`src/rtl/riscv_pkg.sv`:
```
// Shared RISC-V decode definitions: opcodes, ALU codes, operand/writeback
// selector encodings and the decoded bundle carried from decode to execute.
package riscv_pkg;

    localparam logic [6:0] OPC_OP     = 7'b0110011;
    localparam logic [6:0] OPC_OP_IMM = 7'b0010011;
    localparam logic [6:0] OPC_LOAD   = 7'b0000011;
    localparam logic [6:0] OPC_STORE  = 7'b0100011;
    localparam logic [6:0] OPC_BRANCH = 7'b1100011;
    localparam logic [6:0] OPC_LUI    = 7'b0110111;
    localparam logic [6:0] OPC_AUIPC  = 7'b0010111;
    localparam logic [6:0] OPC_JAL    = 7'b1101111;
    localparam logic [6:0] OPC_JALR   = 7'b1100111;

    localparam logic [5:0] ALU_ADD    = 6'b000000;
    localparam logic [5:0] ALU_PASS_B = 6'b100000;
    localparam logic [1:0] ALU_GRP_INT = 2'b00;
    localparam logic [1:0] ALU_GRP_MUL = 2'b01;
    localparam logic [1:0] ALU_GRP_BR  = 2'b11;

    typedef enum logic [1:0] {OPA_RS1 = 2'd0, OPA_PC = 2'd1, OPA_ZERO = 2'd2} op_a_sel_e;
    typedef enum logic [1:0] {OPB_RS2 = 2'd0, OPB_IMM = 2'd1, OPB_FOUR = 2'd2} op_b_sel_e;
    typedef enum logic [1:0] {WB_ALU = 2'd0, WB_MEM = 2'd1, WB_PC4 = 2'd2} wb_sel_e;

    // Immediate is kept at 32 bits; the stage sign-extends it to XLEN.
    typedef struct packed {
        logic [4:0]  rs1;
        logic [4:0]  rs2;
        logic [4:0]  rd;
        logic [31:0] imm;
        logic [5:0]  alu_ctrl;
        op_a_sel_e   op_a_sel;
        op_b_sel_e   op_b_sel;
        logic        reg_wen;
        logic        mem_wen;
        logic        mem_ren;
        wb_sel_e     wb_sel;
        logic        branch_op;
        logic        jump;
        logic        illegal;
    } decode_bundle_t;

endpackage

```
`src/rtl/decode_stage_if.sv`:
```
// Fetch-side and execute-side handshake plus decoded bundle of the decode stage.
interface decode_stage_if #(
    parameter int XLEN = 32,
    parameter int PC_W = 16
);
    logic            in_valid;
    logic            in_ready;
    logic [PC_W-1:0] in_pc;
    logic [31:0]     in_instr;
    logic            flush;
    logic            out_valid;
    logic            out_ready;
    logic [PC_W-1:0] out_pc;
    logic [4:0]      rs1;
    logic [4:0]      rs2;
    logic [4:0]      rd;
    logic [XLEN-1:0] imm;
    logic [5:0]      alu_ctrl;
    logic [1:0]      op_a_sel;
    logic [1:0]      op_b_sel;
    logic            reg_wen;
    logic            mem_wen;
    logic            mem_ren;
    logic [1:0]      wb_sel;
    logic            branch_op;
    logic            jump;
    logic            illegal;

    modport master (
        output in_valid, in_pc, in_instr, flush, out_ready,
        input  in_ready, out_valid, out_pc, rs1, rs2, rd, imm, alu_ctrl,
               op_a_sel, op_b_sel, reg_wen, mem_wen, mem_ren, wb_sel,
               branch_op, jump, illegal
    );

    modport slave (
        input  in_valid, in_pc, in_instr, flush, out_ready,
        output in_ready, out_valid, out_pc, rs1, rs2, rd, imm, alu_ctrl,
               op_a_sel, op_b_sel, reg_wen, mem_wen, mem_ren, wb_sel,
               branch_op, jump, illegal
    );
endinterface

```
`src/rtl/decode_comb.sv`:
```
// Purely combinational RV32I/RV64I (+optional M) instruction decoder.
module decode_comb
    import riscv_pkg::*;
#(
    parameter int XLEN     = 32,
    parameter int ENABLE_M = 0
) (
    input  logic [31:0]    instr_i,
    output decode_bundle_t bundle_o
);
    localparam bit RV64 = (XLEN == 64);

    logic [6:0]  opcode;
    logic [2:0]  funct3;
    logic [6:0]  funct7;
    logic [31:0] imm_i, imm_s, imm_b, imm_u, imm_j;
    logic        shift_ok;
    logic        bad_funct;
    logic        bad_opcode;
    decode_bundle_t b;

    assign opcode = instr_i[6:0];
    assign funct3 = instr_i[14:12];
    assign funct7 = instr_i[31:25];

    assign imm_i = {{20{instr_i[31]}}, instr_i[31:20]};
    assign imm_s = {{20{instr_i[31]}}, instr_i[31:25], instr_i[11:7]};
    assign imm_b = {{19{instr_i[31]}}, instr_i[31], instr_i[7], instr_i[30:25], instr_i[11:8], 1'b0};
    assign imm_u = {instr_i[31:12], 12'b0};
    assign imm_j = {{11{instr_i[31]}}, instr_i[31], instr_i[19:12], instr_i[20], instr_i[30:21], 1'b0};

    // RV64 shift amounts are 6 bits, so only instr[31:26] must be clean there.
    assign shift_ok = RV64
        ? ((instr_i[31:26] == 6'b000000) || (instr_i[31:26] == 6'b010000 && funct3[2]))
        : ((funct7 == 7'b0000000) || (funct7 == 7'b0100000 && funct3[2]));

    always_comb begin
        b          = '0;
        bad_funct  = 1'b0;
        bad_opcode = 1'b0;
        case (opcode)
            OPC_OP: begin
                b.rs1     = instr_i[19:15];
                b.rs2     = instr_i[24:20];
                b.rd      = instr_i[11:7];
                b.reg_wen = 1'b1;
                if (funct7 == 7'b0000001) begin
                    b.alu_ctrl = {ALU_GRP_MUL, 1'b0, funct3};
                    bad_funct  = (ENABLE_M == 0);
                end else begin
                    b.alu_ctrl = {ALU_GRP_INT, instr_i[30], funct3};
                    bad_funct  = !((funct7 == 7'b0000000) ||
                                   (funct7 == 7'b0100000 && (funct3 == 3'b000 || funct3 == 3'b101)));
                end
            end
            OPC_OP_IMM: begin
                b.rs1      = instr_i[19:15];
                b.rd       = instr_i[11:7];
                b.imm      = imm_i;
                b.op_b_sel = OPB_IMM;
                b.reg_wen  = 1'b1;
                if (funct3 == 3'b001 || funct3 == 3'b101) begin
                    b.alu_ctrl = {ALU_GRP_INT, instr_i[30], funct3};
                    bad_funct  = !shift_ok;
                end else begin
                    b.alu_ctrl = {ALU_GRP_INT, 1'b0, funct3};
                end
            end
            OPC_LOAD: begin
                b.rs1      = instr_i[19:15];
                b.rd       = instr_i[11:7];
                b.imm      = imm_i;
                b.alu_ctrl = ALU_ADD;
                b.op_b_sel = OPB_IMM;
                b.mem_ren  = 1'b1;
                b.wb_sel   = WB_MEM;
                b.reg_wen  = 1'b1;
                bad_funct  = (funct3 == 3'b111) || (!RV64 && (funct3 == 3'b011 || funct3 == 3'b110));
            end
            OPC_STORE: begin
                b.rs1      = instr_i[19:15];
                b.rs2      = instr_i[24:20];
                b.imm      = imm_s;
                b.alu_ctrl = ALU_ADD;
                b.op_b_sel = OPB_IMM;
                b.mem_wen  = 1'b1;
                bad_funct  = funct3[2] || (!RV64 && funct3 == 3'b011);
            end
            OPC_BRANCH: begin
                b.rs1       = instr_i[19:15];
                b.rs2       = instr_i[24:20];
                b.imm       = imm_b;
                b.alu_ctrl  = {ALU_GRP_BR, 1'b0, funct3};
                b.branch_op = 1'b1;
                bad_funct   = (funct3[2:1] == 2'b01);
            end
            OPC_LUI: begin
                b.rd       = instr_i[11:7];
                b.imm      = imm_u;
                b.alu_ctrl = ALU_PASS_B;
                b.op_a_sel = OPA_ZERO;
                b.op_b_sel = OPB_IMM;
                b.reg_wen  = 1'b1;
            end
            OPC_AUIPC: begin
                b.rd       = instr_i[11:7];
                b.imm      = imm_u;
                b.alu_ctrl = ALU_ADD;
                b.op_a_sel = OPA_PC;
                b.op_b_sel = OPB_IMM;
                b.reg_wen  = 1'b1;
            end
            OPC_JAL: begin
                b.rd       = instr_i[11:7];
                b.imm      = imm_j;
                b.alu_ctrl = ALU_ADD;
                b.op_a_sel = OPA_PC;
                b.op_b_sel = OPB_IMM;
                b.wb_sel   = WB_PC4;
                b.jump     = 1'b1;
                b.reg_wen  = 1'b1;
            end
            OPC_JALR: begin
                b.rs1      = instr_i[19:15];
                b.rd       = instr_i[11:7];
                b.imm      = imm_i;
                b.alu_ctrl = ALU_ADD;
                b.op_b_sel = OPB_IMM;
                b.wb_sel   = WB_PC4;
                b.jump     = 1'b1;
                b.reg_wen  = 1'b1;
                bad_funct  = (funct3 != 3'b000);
            end
            default: bad_opcode = 1'b1;
        endcase

        b.illegal = bad_opcode | bad_funct;
        if (b.illegal) begin
            b.reg_wen   = 1'b0;
            b.mem_wen   = 1'b0;
            b.mem_ren   = 1'b0;
            b.branch_op = 1'b0;
            b.jump      = 1'b0;
        end
    end

    assign bundle_o = b;

endmodule

```
`src/rtl/decode_stage.sv`:
```
// Decode pipeline stage: valid/ready output register around decode_comb with
// load-use bubble insertion and flush.
module decode_stage
    import riscv_pkg::*;
#(
    parameter int XLEN     = 32,
    parameter int PC_W     = 16,
    parameter int ENABLE_M = 0
) (
    input logic           clk,
    input logic           reset,
    decode_stage_if.slave bus
);
    decode_bundle_t  dec;
    decode_bundle_t  bundle_q, bundle_d;
    logic            out_valid_q, out_valid_d;
    logic [PC_W-1:0] pc_q, pc_d;
    logic            hazard;
    logic            in_ready;
    logic            accept;

    decode_comb #(
        .XLEN     (XLEN),
        .ENABLE_M (ENABLE_M)
    ) u_decode (
        .instr_i  (bus.in_instr),
        .bundle_o (dec)
    );

    // Unused register fields decode to x0, and a load to x0 never stalls,
    // so a plain index compare only fires on real reads.
    assign hazard = out_valid_q && bundle_q.mem_ren && (bundle_q.rd != 5'd0) &&
                    ((dec.rs1 == bundle_q.rd) || (dec.rs2 == bundle_q.rd));

    assign in_ready = (!out_valid_q || bus.out_ready) && !hazard && !bus.flush;
    assign accept   = bus.in_valid && in_ready;

    always_comb begin
        out_valid_d = out_valid_q;
        bundle_d    = bundle_q;
        pc_d        = pc_q;
        if (bus.flush) begin
            out_valid_d = 1'b0;
        end else if (accept) begin
            out_valid_d = 1'b1;
            bundle_d    = dec;
            pc_d        = bus.in_pc;
        end else if (bus.out_ready) begin
            out_valid_d = 1'b0;
        end
    end

    always_ff @(posedge clk) begin
        if (reset) begin
            out_valid_q <= 1'b0;
            bundle_q    <= '0;
            pc_q        <= '0;
        end else begin
            out_valid_q <= out_valid_d;
            bundle_q    <= bundle_d;
            pc_q        <= pc_d;
        end
    end

    assign bus.in_ready  = in_ready;
    assign bus.out_valid = out_valid_q;
    assign bus.out_pc    = pc_q;
    assign bus.rs1       = bundle_q.rs1;
    assign bus.rs2       = bundle_q.rs2;
    assign bus.rd        = bundle_q.rd;
    assign bus.alu_ctrl  = bundle_q.alu_ctrl;
    assign bus.op_a_sel  = bundle_q.op_a_sel;
    assign bus.op_b_sel  = bundle_q.op_b_sel;
    assign bus.reg_wen   = bundle_q.reg_wen;
    assign bus.mem_wen   = bundle_q.mem_wen;
    assign bus.mem_ren   = bundle_q.mem_ren;
    assign bus.wb_sel    = bundle_q.wb_sel;
    assign bus.branch_op = bundle_q.branch_op;
    assign bus.jump      = bundle_q.jump;
    assign bus.illegal   = bundle_q.illegal;

    if (XLEN > 32) begin : g_imm_wide
        assign bus.imm = {{(XLEN-32){bundle_q.imm[31]}}, bundle_q.imm};
    end else begin : g_imm_narrow
        assign bus.imm = bundle_q.imm[XLEN-1:0];
    end

endmodule
```
`src/flat_wrapper.sv`:
```
// flat-port wrapper written by rule: the top's interface ports become plain ports
module decode_stage_flat import riscv_pkg::*;
#(
    parameter int XLEN     = 32,
    parameter int PC_W     = 16,
    parameter int ENABLE_M = 0
)
  (clk, reset, bus_in_valid, bus_in_pc, bus_in_instr, bus_flush, bus_out_ready, bus_in_ready, bus_out_valid, bus_out_pc, bus_rs1, bus_rs2, bus_rd, bus_imm, bus_alu_ctrl, bus_op_a_sel, bus_op_b_sel, bus_reg_wen, bus_mem_wen, bus_mem_ren, bus_wb_sel, bus_branch_op, bus_jump, bus_illegal);
  decode_stage_if #(.XLEN(XLEN), .PC_W(PC_W)) bus_i ();
  input logic clk;
  input logic reset;
  input wire logic [$bits(bus_i.in_valid)-1:0] bus_in_valid;
  input wire logic [$bits(bus_i.in_pc)-1:0] bus_in_pc;
  input wire logic [$bits(bus_i.in_instr)-1:0] bus_in_instr;
  input wire logic [$bits(bus_i.flush)-1:0] bus_flush;
  input wire logic [$bits(bus_i.out_ready)-1:0] bus_out_ready;
  output wire logic [$bits(bus_i.in_ready)-1:0] bus_in_ready;
  output wire logic [$bits(bus_i.out_valid)-1:0] bus_out_valid;
  output wire logic [$bits(bus_i.out_pc)-1:0] bus_out_pc;
  output wire logic [$bits(bus_i.rs1)-1:0] bus_rs1;
  output wire logic [$bits(bus_i.rs2)-1:0] bus_rs2;
  output wire logic [$bits(bus_i.rd)-1:0] bus_rd;
  output wire logic [$bits(bus_i.imm)-1:0] bus_imm;
  output wire logic [$bits(bus_i.alu_ctrl)-1:0] bus_alu_ctrl;
  output wire logic [$bits(bus_i.op_a_sel)-1:0] bus_op_a_sel;
  output wire logic [$bits(bus_i.op_b_sel)-1:0] bus_op_b_sel;
  output wire logic [$bits(bus_i.reg_wen)-1:0] bus_reg_wen;
  output wire logic [$bits(bus_i.mem_wen)-1:0] bus_mem_wen;
  output wire logic [$bits(bus_i.mem_ren)-1:0] bus_mem_ren;
  output wire logic [$bits(bus_i.wb_sel)-1:0] bus_wb_sel;
  output wire logic [$bits(bus_i.branch_op)-1:0] bus_branch_op;
  output wire logic [$bits(bus_i.jump)-1:0] bus_jump;
  output wire logic [$bits(bus_i.illegal)-1:0] bus_illegal;
  assign bus_i.in_valid = bus_in_valid;
  assign bus_i.in_pc = bus_in_pc;
  assign bus_i.in_instr = bus_in_instr;
  assign bus_i.flush = bus_flush;
  assign bus_i.out_ready = bus_out_ready;
  assign bus_in_ready = bus_i.in_ready;
  assign bus_out_valid = bus_i.out_valid;
  assign bus_out_pc = bus_i.out_pc;
  assign bus_rs1 = bus_i.rs1;
  assign bus_rs2 = bus_i.rs2;
  assign bus_rd = bus_i.rd;
  assign bus_imm = bus_i.imm;
  assign bus_alu_ctrl = bus_i.alu_ctrl;
  assign bus_op_a_sel = bus_i.op_a_sel;
  assign bus_op_b_sel = bus_i.op_b_sel;
  assign bus_reg_wen = bus_i.reg_wen;
  assign bus_mem_wen = bus_i.mem_wen;
  assign bus_mem_ren = bus_i.mem_ren;
  assign bus_wb_sel = bus_i.wb_sel;
  assign bus_branch_op = bus_i.branch_op;
  assign bus_jump = bus_i.jump;
  assign bus_illegal = bus_i.illegal;
  decode_stage #(.XLEN(XLEN), .PC_W(PC_W), .ENABLE_M(ENABLE_M)) u_core (.clk(clk), .reset(reset), .bus(bus_i));
endmodule
```
`config.mk`:
```
export PLATFORM = sky130hd
export DESIGN_NAME = decode_stage_flat
export DESIGN_NICKNAME = d
export VERILOG_FILES = /design/src/rtl/riscv_pkg.sv /design/src/rtl/decode_stage_if.sv /design/src/rtl/decode_comb.sv /design/src/rtl/decode_stage.sv /design/src/flat_wrapper.sv
export SDC_FILE = /design/constraint.sdc
export NUM_CORES = 1
export LEC_CHECK = 0
export CAP_MARGIN = 10
export CELL_PAD_IN_SITES_DETAIL_PLACEMENT = 1
export CELL_PAD_IN_SITES_GLOBAL_PLACEMENT = 2
export CORE_UTILIZATION = 26
export DETAILED_ROUTE_END_ITERATION = 16
export PLACE_DENSITY = 0.88
export SYNTH_ARGS = -nofsm -noshare
export SYNTH_HDL_FRONTEND = slang
export SYNTH_SLANG_ARGS = --single-unit
```
`constraint.sdc`:
```
create_clock -name clk -period 3.45 [get_ports clk]
set_clock_uncertainty 0.15 [all_clocks]
set_input_delay 0.69 -clock clk [delete_from_list [all_inputs] [get_ports clk]]
set_output_delay 0.69 -clock clk [all_outputs]
set_load 0.01 [all_outputs]
```
==> metrics.md, run 1 <==
| Metric | Value |
|---|---|
| Std-Cell Rows | `45` |
| Synth unique cells | `67` |
| CTS clk-pin slew, worst paths | `0.06 ns` |
| Routed Antenna Nets | `0` |
| Final Max Slew Viols | `0` |
| Vias | `4537` |
| Max-Cap Viols | `0` |
| Port Buf Inserts | `134` |
| Post-synth net total | `534` |
| Crit. End Element | `output pin` |
| Clk_lat worst skew | `0.36 ns` |
| Routability cong. | `0.854` |
| Most used DFF post-synth | `dfxtp_1` |
| Fin crit share | `99.2%` |
| Vias/cell | `5.47` |
| Worst Max-Slew Pin Slew | `0.855 ns` |
| Min Tclk post-route | `3.42 ns` |
| Setup Viol. Count Final | `0` |
| CP Launch Type | `primary input` |
| R2R Path End | `u_core.bus.imm[30]` |
| Total wire length | `16600 microns` |
| Hold wc startpoint | `u_core.bus.imm[10]` |
| Die footprint | `16000 sq um` |
| Syn Area/Cell | `8.37 sq um` |
| Initial antenna violation count | `0` |
| Nets | `691` |
| Worst Hold Path EP | `u_core.bus.imm[10]` |
| Ports | `136` |
| Layout cells sized above 1 | `17.3%` |
| Total Power | `0.00242 W` |
| Fill cells | `1748` |
| P_leak | `2.13 nW` |
| Status | `completed` |
| FF+latch count, synth | `81` |
| Final hold vios | `0` |
| CTS Hold Bufs | `0` |
| Drt drc | `0` |
| Die H | `126 microns` |
| Setup TNS | `0 ns` |
| VDD IR max | `0.237 mV` |
| Crit Path Max Fanout | `5` |
| Critical Path Slowest Stage Cell | `clkdlybuf4s50_1` |
| R2R cell count | `8` |
| Switching pwr | `0.000632 W` |
| Core area | `15100 sq um` |
| Worst hold path cell count | `2` |
| P_int | `0.00179 W` |
| CTS Buffer Depth | `2` |
| TritonCTS clock tree | `built` |
| R2R Setup Slk | `0.58 ns` |
| Crit-path cells | `clkdlybuf4s50_1 -> and3b_2 -> o211ai_1 -> a221oi_2 -> o211ai_4 -> and4b_1 -> buf_2` |
| Min-Delay Path Class | `register to register` |
| Sw Share | `26.1%` |
| YS warnings | `0` |
| P&R area growth vs syn | `54.9%` |
| Register area share after synthesis | `40.3%` |
| Drt pass-1 iters | `5` |
| Total global-route track usage | `21.2%` |
| Root Buffer | `clkbuf_16` |
| Initial Util | `26.6%` |
| Pwr/cell area | `388 nW/um^2` |
| Largest net degree at the start of global routing | `76` |
| RR Startpoint | `u_core.bus.rd[4]` |
| Aggregate global routing overflow | `0` |
| Detailed-placement wirelength estimate | `12100 microns` |
| Max incr delay on CP | `0.45 ns` |
| First-pass GRT wire length | `26200 microns` |
| Cells after Synth | `481` |
| Comb pwr share | `15.1%` |
| Clock power frac | `44.2%` |
| Relative slew slack | `42.7%` |
| Worst Path Required | `2.61 ns` |
| Die width | `126 microns` |
| First-iteration detailed-routing DRC count | `220` |
| CTS Sinks | `81` |
| Max Clk Rate | `0.292 GHz` |
| Seq pwr share | `40.8%` |
| Critical path arrival | `2.58 ns` |
| TritonCTS Buffers | `9` |
| ANT cells | `0` |
| Mapped cell area | `4030 sq um` |
| Post-DR wirelength/cell | `20.0 microns` |
| Crit Path Class | `primary input to output pin` |
| Fraction of registers with async set/reset | `0%` |
| Vias in the first global route | `4720` |
| H-tree depth | `3` |
| Number of synthesized flops with an enable pin | `0` |
Yosys cell counts, drive strengths merged (6+ instances only):
cell    count  area, sq um
a211oi     21          208
dfxtp      81         1620
o21ai      56          280
a21oi      60          300
nand4      15         93.8
clkbuf     17         63.8
inv         8         30.0
a311oi      9         78.8
buf        30          176
nor2       12         52.6
o211ai      7         62.6
a31o        6         52.6
nand2      37          141
a22oi       6         45.0
nor4        9         62.6
nand3      31          160
nor3        9         45.0
nor3b       6         45.0
timing repair:
item                       in CTS  in global routing
gates resized for setup        19                  3
setup endpoints to repair       1                  4
setup buffers                   1                  1
pin swaps                       4                  2
area by class of cell:
type                    instances  area [sq um]  area share [%]
repair buffers                193          1850            29.6
clock inverters                 6          90.1            1.44
clock buffers                   9           225            3.61
inverters                       9          33.8           0.542
well taps                     188           235            3.77
multi-input cells             344          2180            35.0
flip-flops and latches         81          1620            26.0
cell usage in the layout (no fill, tap or decap), drive strengths merged, types with 10 or more instances in the layout:
cell type / netlist / layout
buf: 30 / 61
nand3: 31 / 31
nor2: 12 / 12
a211oi: 21 / 21
o21ai: 56 / 56
nand4: 15 / 15
a21oi: 60 / 60
clkdlybuf4s50: 0 / 126
dfxtp: 81 / 81
inv: 8 / 10
nand2: 37 / 37
worst max-delay path by stage:
stage                                from      endpoint  depth (start not counted)
after floorplan           bus_in_instr[4]  bus_in_ready                          8
after global routing      bus_in_instr[4]  bus_in_ready                          7
after global placement    bus_in_instr[4]  bus_in_ready                          8
after CTS                 bus_in_instr[4]  bus_in_ready                          7
final                     bus_in_instr[4]  bus_in_ready                          7
after detailed placement  bus_in_instr[2]  bus_in_ready                          7
flip-flops by register name (all words and copies together) (netlist names):
register              count
u_core.bus.jump           1
u_core.bus.reg_wen        1
u_core.bus.branch_op      1
u_core.bus.wb_sel         2
u_core.bus.alu_ctrl       6
u_core.bus.out_pc        16
u_core.bus.illegal        1
u_core.bus.rs2            5
u_core.bus.out_valid      1
u_core.bus.rd             5
u_core.bus.rs1            5
u_core.bus.mem_ren        1
u_core.bus.op_b_sel       1
u_core.bus.mem_wen        1
u_core.bus.imm           32
u_core.bus.op_a_sel       2
cell families (layout without fill, tap and decap cells):
group,Yosys count,count (layout),share of synthesized area (%)
AO/OA/AOI/OAI,191,191,31.5
AND/OR/NAND/NOR,149,149,20.6
flip-flops,81,81,40.3
buffers and inverters,56,217,6.81
XOR/XNOR,3,3,0.653
other,1,1,0.0931
worst max-delay path: cells and delay by family:
| kind | cells | cell delay [ns] |
|---|---|---|
| compound gates | 3 | 0.72 |
| buf+inv | 2 | 0.59 |
| simple gates | 2 | 0.57 |
power groups by stage:
| stage | combinational, W | sequential (W) | clock [W] |
|---|---|---|---|
| after floorplan | 0.000133 | 0.00102 | 0 |
| after CTS | 0.000366 | 0.000985 | 0.00108 |
| after detailed placement | 0.000362 | 0.00101 | 0 |
| final | 0.000365 | 0.000985 | 0.00107 |
| after global routing | 0.000391 | 0.000989 | 0.00112 |
| after global placement | 0.000356 | 0.00100 | 0 |
routing by layer:
metal	global-route usage, %	wire length [microns]
met5	0	0
met4	6.45	286
met3	4.93	853
met2	35.9	7990
met1	26.6	7450
metrics by stage:
stage	util, %	cells	hold WS [ns]	setup WS [ns]	area [sq um]
floorplan	-	481	0.323	0.353	4030
global placement	38.7	813	0.291	-0.357	5870
detailed placement	38.7	813	0.296	-0.402	5870
CTS	41.1	829	0.312	0.0688	6220
global route	41.2	830	0.327	-0.0196	6240
finish	41.2	830	0.306	0.0287	6240
(Power assumes the default switching activity.)
==> inputs of run 2 (changes only) <==
- ABC_AREA: not set -> 1
- CORE_ASPECT_RATIO: not set -> 1.75
- CORE_UTILIZATION: 26 -> 32
- DONT_BUFFER_PORTS: not set -> 1
- PLACE_DENSITY: 0.88 -> 0.86
==> metrics.md, run 2 <==
| Metric | Value |
|---|---|
| H-tree depth | `3` |
| Total wire length | `14700 microns` |
| Die footprint | `14200 sq um` |
| Clock power frac | `44.6%` |
| Post_cts resized | `0` |
| Worst Path Required | `2.61 ns` |
| Crit-path cells | `nand2_1 -> inv_1 -> nand3_1 -> a21oi_2 -> nand2_1 -> clkinv_1 -> nand2_1 -> nand2_1 -> nor2_1 -> nand3_1 -> nand2_1 -> nand2_2 -> nand2_1 -> nor2_1` |
| Post-synth top area cell | `dfxtp_1` |
| CP bufs+invs | `2` |
| Seq pwr share | `45.0%` |
| Max reg flops | `32` |
| Min-Delay Path Class | `primary input to register` |
| Vias in the first global route | `4584` |
| Top post-synthesis cells by area | `dfxtp_1, nand2_1, nor2_1` |
| Clk_lat worst skew | `0.34 ns` |
| Final hold vios | `0` |
| Synth cell count leaders | `nand2_1, nor2_1, inv_1` |
| Die width | `90.6 microns` |
| VDD IR max | `0.225 mV` |
| Die H | `157 microns` |
| Routability cong. | `0.887` |
| CTS Hold Bufs | `0` |
| Most common cell in the netlist | `nand2_1` |
| Nets | `764` |
| CTS Buffer Depth | `2` |
| Switching pwr | `0.000631 W` |
| Relative slew slack | `44.6%` |
| Syn Area/Cell | `6.04 sq um` |
| Max incr delay on CP | `0.33 ns` |
| Worst Max-Slew Pin Slew | `0.830 ns` |
| Total global-route track usage | `21.0%` |
| Vias | `4397` |
| Most common cell type on the critical path | `nand2_1` |
| Top-area cell type share of the netlist area | `36.9%` |
| Worst setup margin | `0.351 ns` |
| Sw Share | `26.7%` |
| Fin crit share | `89.8%` |
| First-iteration detailed-routing DRC count | `189` |
| Post-Place Setup Slack | `0.227 ns` |
| Ports | `136` |
| Mapped cell area | `4390 sq um` |
| Initial antenna violation count | `0` |
| CP Launch Type | `primary input` |
| Drt drc | `0` |
| Final Max Slew Viols | `0` |
| Port Buf Inserts | `0` |
| Largest net degree at the start of global routing | `65` |
| Critical path arrival | `2.26 ns` |
| Pwr/cell area | `490 nW/um^2` |
| Detailed-placement wirelength estimate | `11000 microns` |
| TritonCTS Buffers | `9` |
| P&R area growth vs syn | `9.66%` |
| Critical path's top delay family | `simple AND/OR/NAND/NOR gates` |
| Max-Cap Viols | `0` |
| Cells after Synth | `727` |
| Drt pass-1 iters | `4` |
| Status | `completed` |
| Most used DFF post-synth | `dfxtp_1` |
| Aggregate global routing overflow | `0` |
| Root Buffer | `clkbuf_16` |
| FF+latch count, synth | `81` |
| CTS Sinks | `81` |
| Number of synthesized flops with an enable pin | `0` |
| Vias/cell | `4.94` |
| YS warnings | `0` |
| Fraction of registers with async set/reset | `0%` |
| Post-DR wirelength/cell | `16.5 microns` |
| Most frequent cells in the layout | `nand2_1, nor2_1, inv_1, dfxtp_1, nand4_1` |
| RSZ-0062 raised after global routing | `no` |
| TritonCTS clock tree | `built` |
| Min Tclk post-route | `3.10 ns` |
| Comb pwr share | `10.5%` |
| Initial Util | `32.8%` |
| Setup Viol. Count Final | `0` |
| Commonest non-fill, non-tap cell in the layout | `nand2_1` |
| Finished Core Util | `36.0%` |
| P_int | `0.00173 W` |
| Layout cells sized above 1 | `5.59%` |
| Max Clk Rate | `0.323 GHz` |
| Setup bufs post-CTS | `0` |
| Crit. End Element | `output pin` |
| P_leak | `2.54 nW` |
| Crit Path Class | `primary input to output pin` |
| CTS clk-pin slew, worst paths | `0.06 ns` |
| Critical Path Slowest Stage Cell | `a21oi_2` |
| First-pass GRT wire length | `23400 microns` |
| Fill cells | `1780` |
| Setup TNS | `0 ns` |
| Synth unique cells | `35` |
| ANT cells | `0` |
| Std-Cell Rows | `56` |
| Register area share after synthesis | `36.9%` |
| Routed Antenna Nets | `0` |
| Post-synth net total | `780` |
| Core area | `13400 sq um` |
| Crit Path Max Fanout | `6` |
-- run 2: changes by cell type in the layout (fill, tap and decap cells not counted), sizes merged, moves of 8 or more --
| cell | before | now |
|---|---|---|
| a21oi | 60 | 26 |
| nand3 | 31 | 15 |
| clkdlybuf4s50 | 126 | 0 |
| o21ai | 56 | 5 |
| inv | 10 | 122 |
| a311oi | 9 | 0 |
| nor2 | 12 | 141 |
| nor4 | 9 | 1 |
| nand4 | 15 | 41 |
| a211oi | 21 | 2 |
| buf | 61 | 8 |
| nand2 | 37 | 233 |
-- run 2: power by group through the flow --
stage	logic (W)	registers [W]	clock network (W)
2_1_floorplan	0.000215	0.00107	0
3_3_place_gp	0.000236	0.00108	0
3_5_place_dp	0.000248	0.00109	0
4_1_cts	0.000251	0.00106	0.00108
5_1_grt	0.000292	0.00107	0.00112
6_report	0.000247	0.00106	0.00105
-- run 2: final timing paths --
| kind | startpoint | endpoint | slack [ns] | cells past startpoint |
|---|---|---|---|---|
| max reg2reg | u_core.bus.rd[3] | u_core.bus.imm[7] | 1.16 | 10 |
| min | reset | u_core.bus.jump | 0.27 | 1 |
| max | bus_in_instr[1] | bus_in_ready | 0.35 | 14 |
| min reg2reg | u_core.bus.illegal | u_core.bus.illegal | 0.36 | 2 |
-- run 2: kinds of logic after synthesis --
kind of cell,share of synthesized area (%)
AO/OA/AOI/OAI,5.64
XOR/XNOR,0.399
buffers and inverters,15.5
flip-flops,36.9
other,0.0854
AND/OR/NAND/NOR,41.5
-- run 2: area by class of cell --
type	instances	area (sq um)	area share, %
tap	174	218	4.52
clock buffer	11	243	5.04
sequential	81	1620	33.7
inverter	125	469	9.74
multi-input combinational	486	2100	43.6
clock inverter	5	78.8	1.64
timing repair buffer	8	85.1	1.77
-- run 2: metrics by stage --
step	hold WS [ns]	cell area (sq um)	total power, W	std cells
after floorplan	0.334	4390	0.00128	727
after global placement	0.347	4500	0.00132	874
after detailed placement	0.355	4500	0.00133	874
after CTS	0.262	4820	0.00240	890
after global routing	0.261	4820	0.00248	890
final	0.270	4820	0.00236	890
-- run 2: per-layer routing --
metal	share of wire [%]	track usage, %	routed length (microns)
met5	0	0	0
met4	4.0	11.3	593
met3	6.6	5.89	965
met2	53	38.5	7710
met1	37	21.3	5380
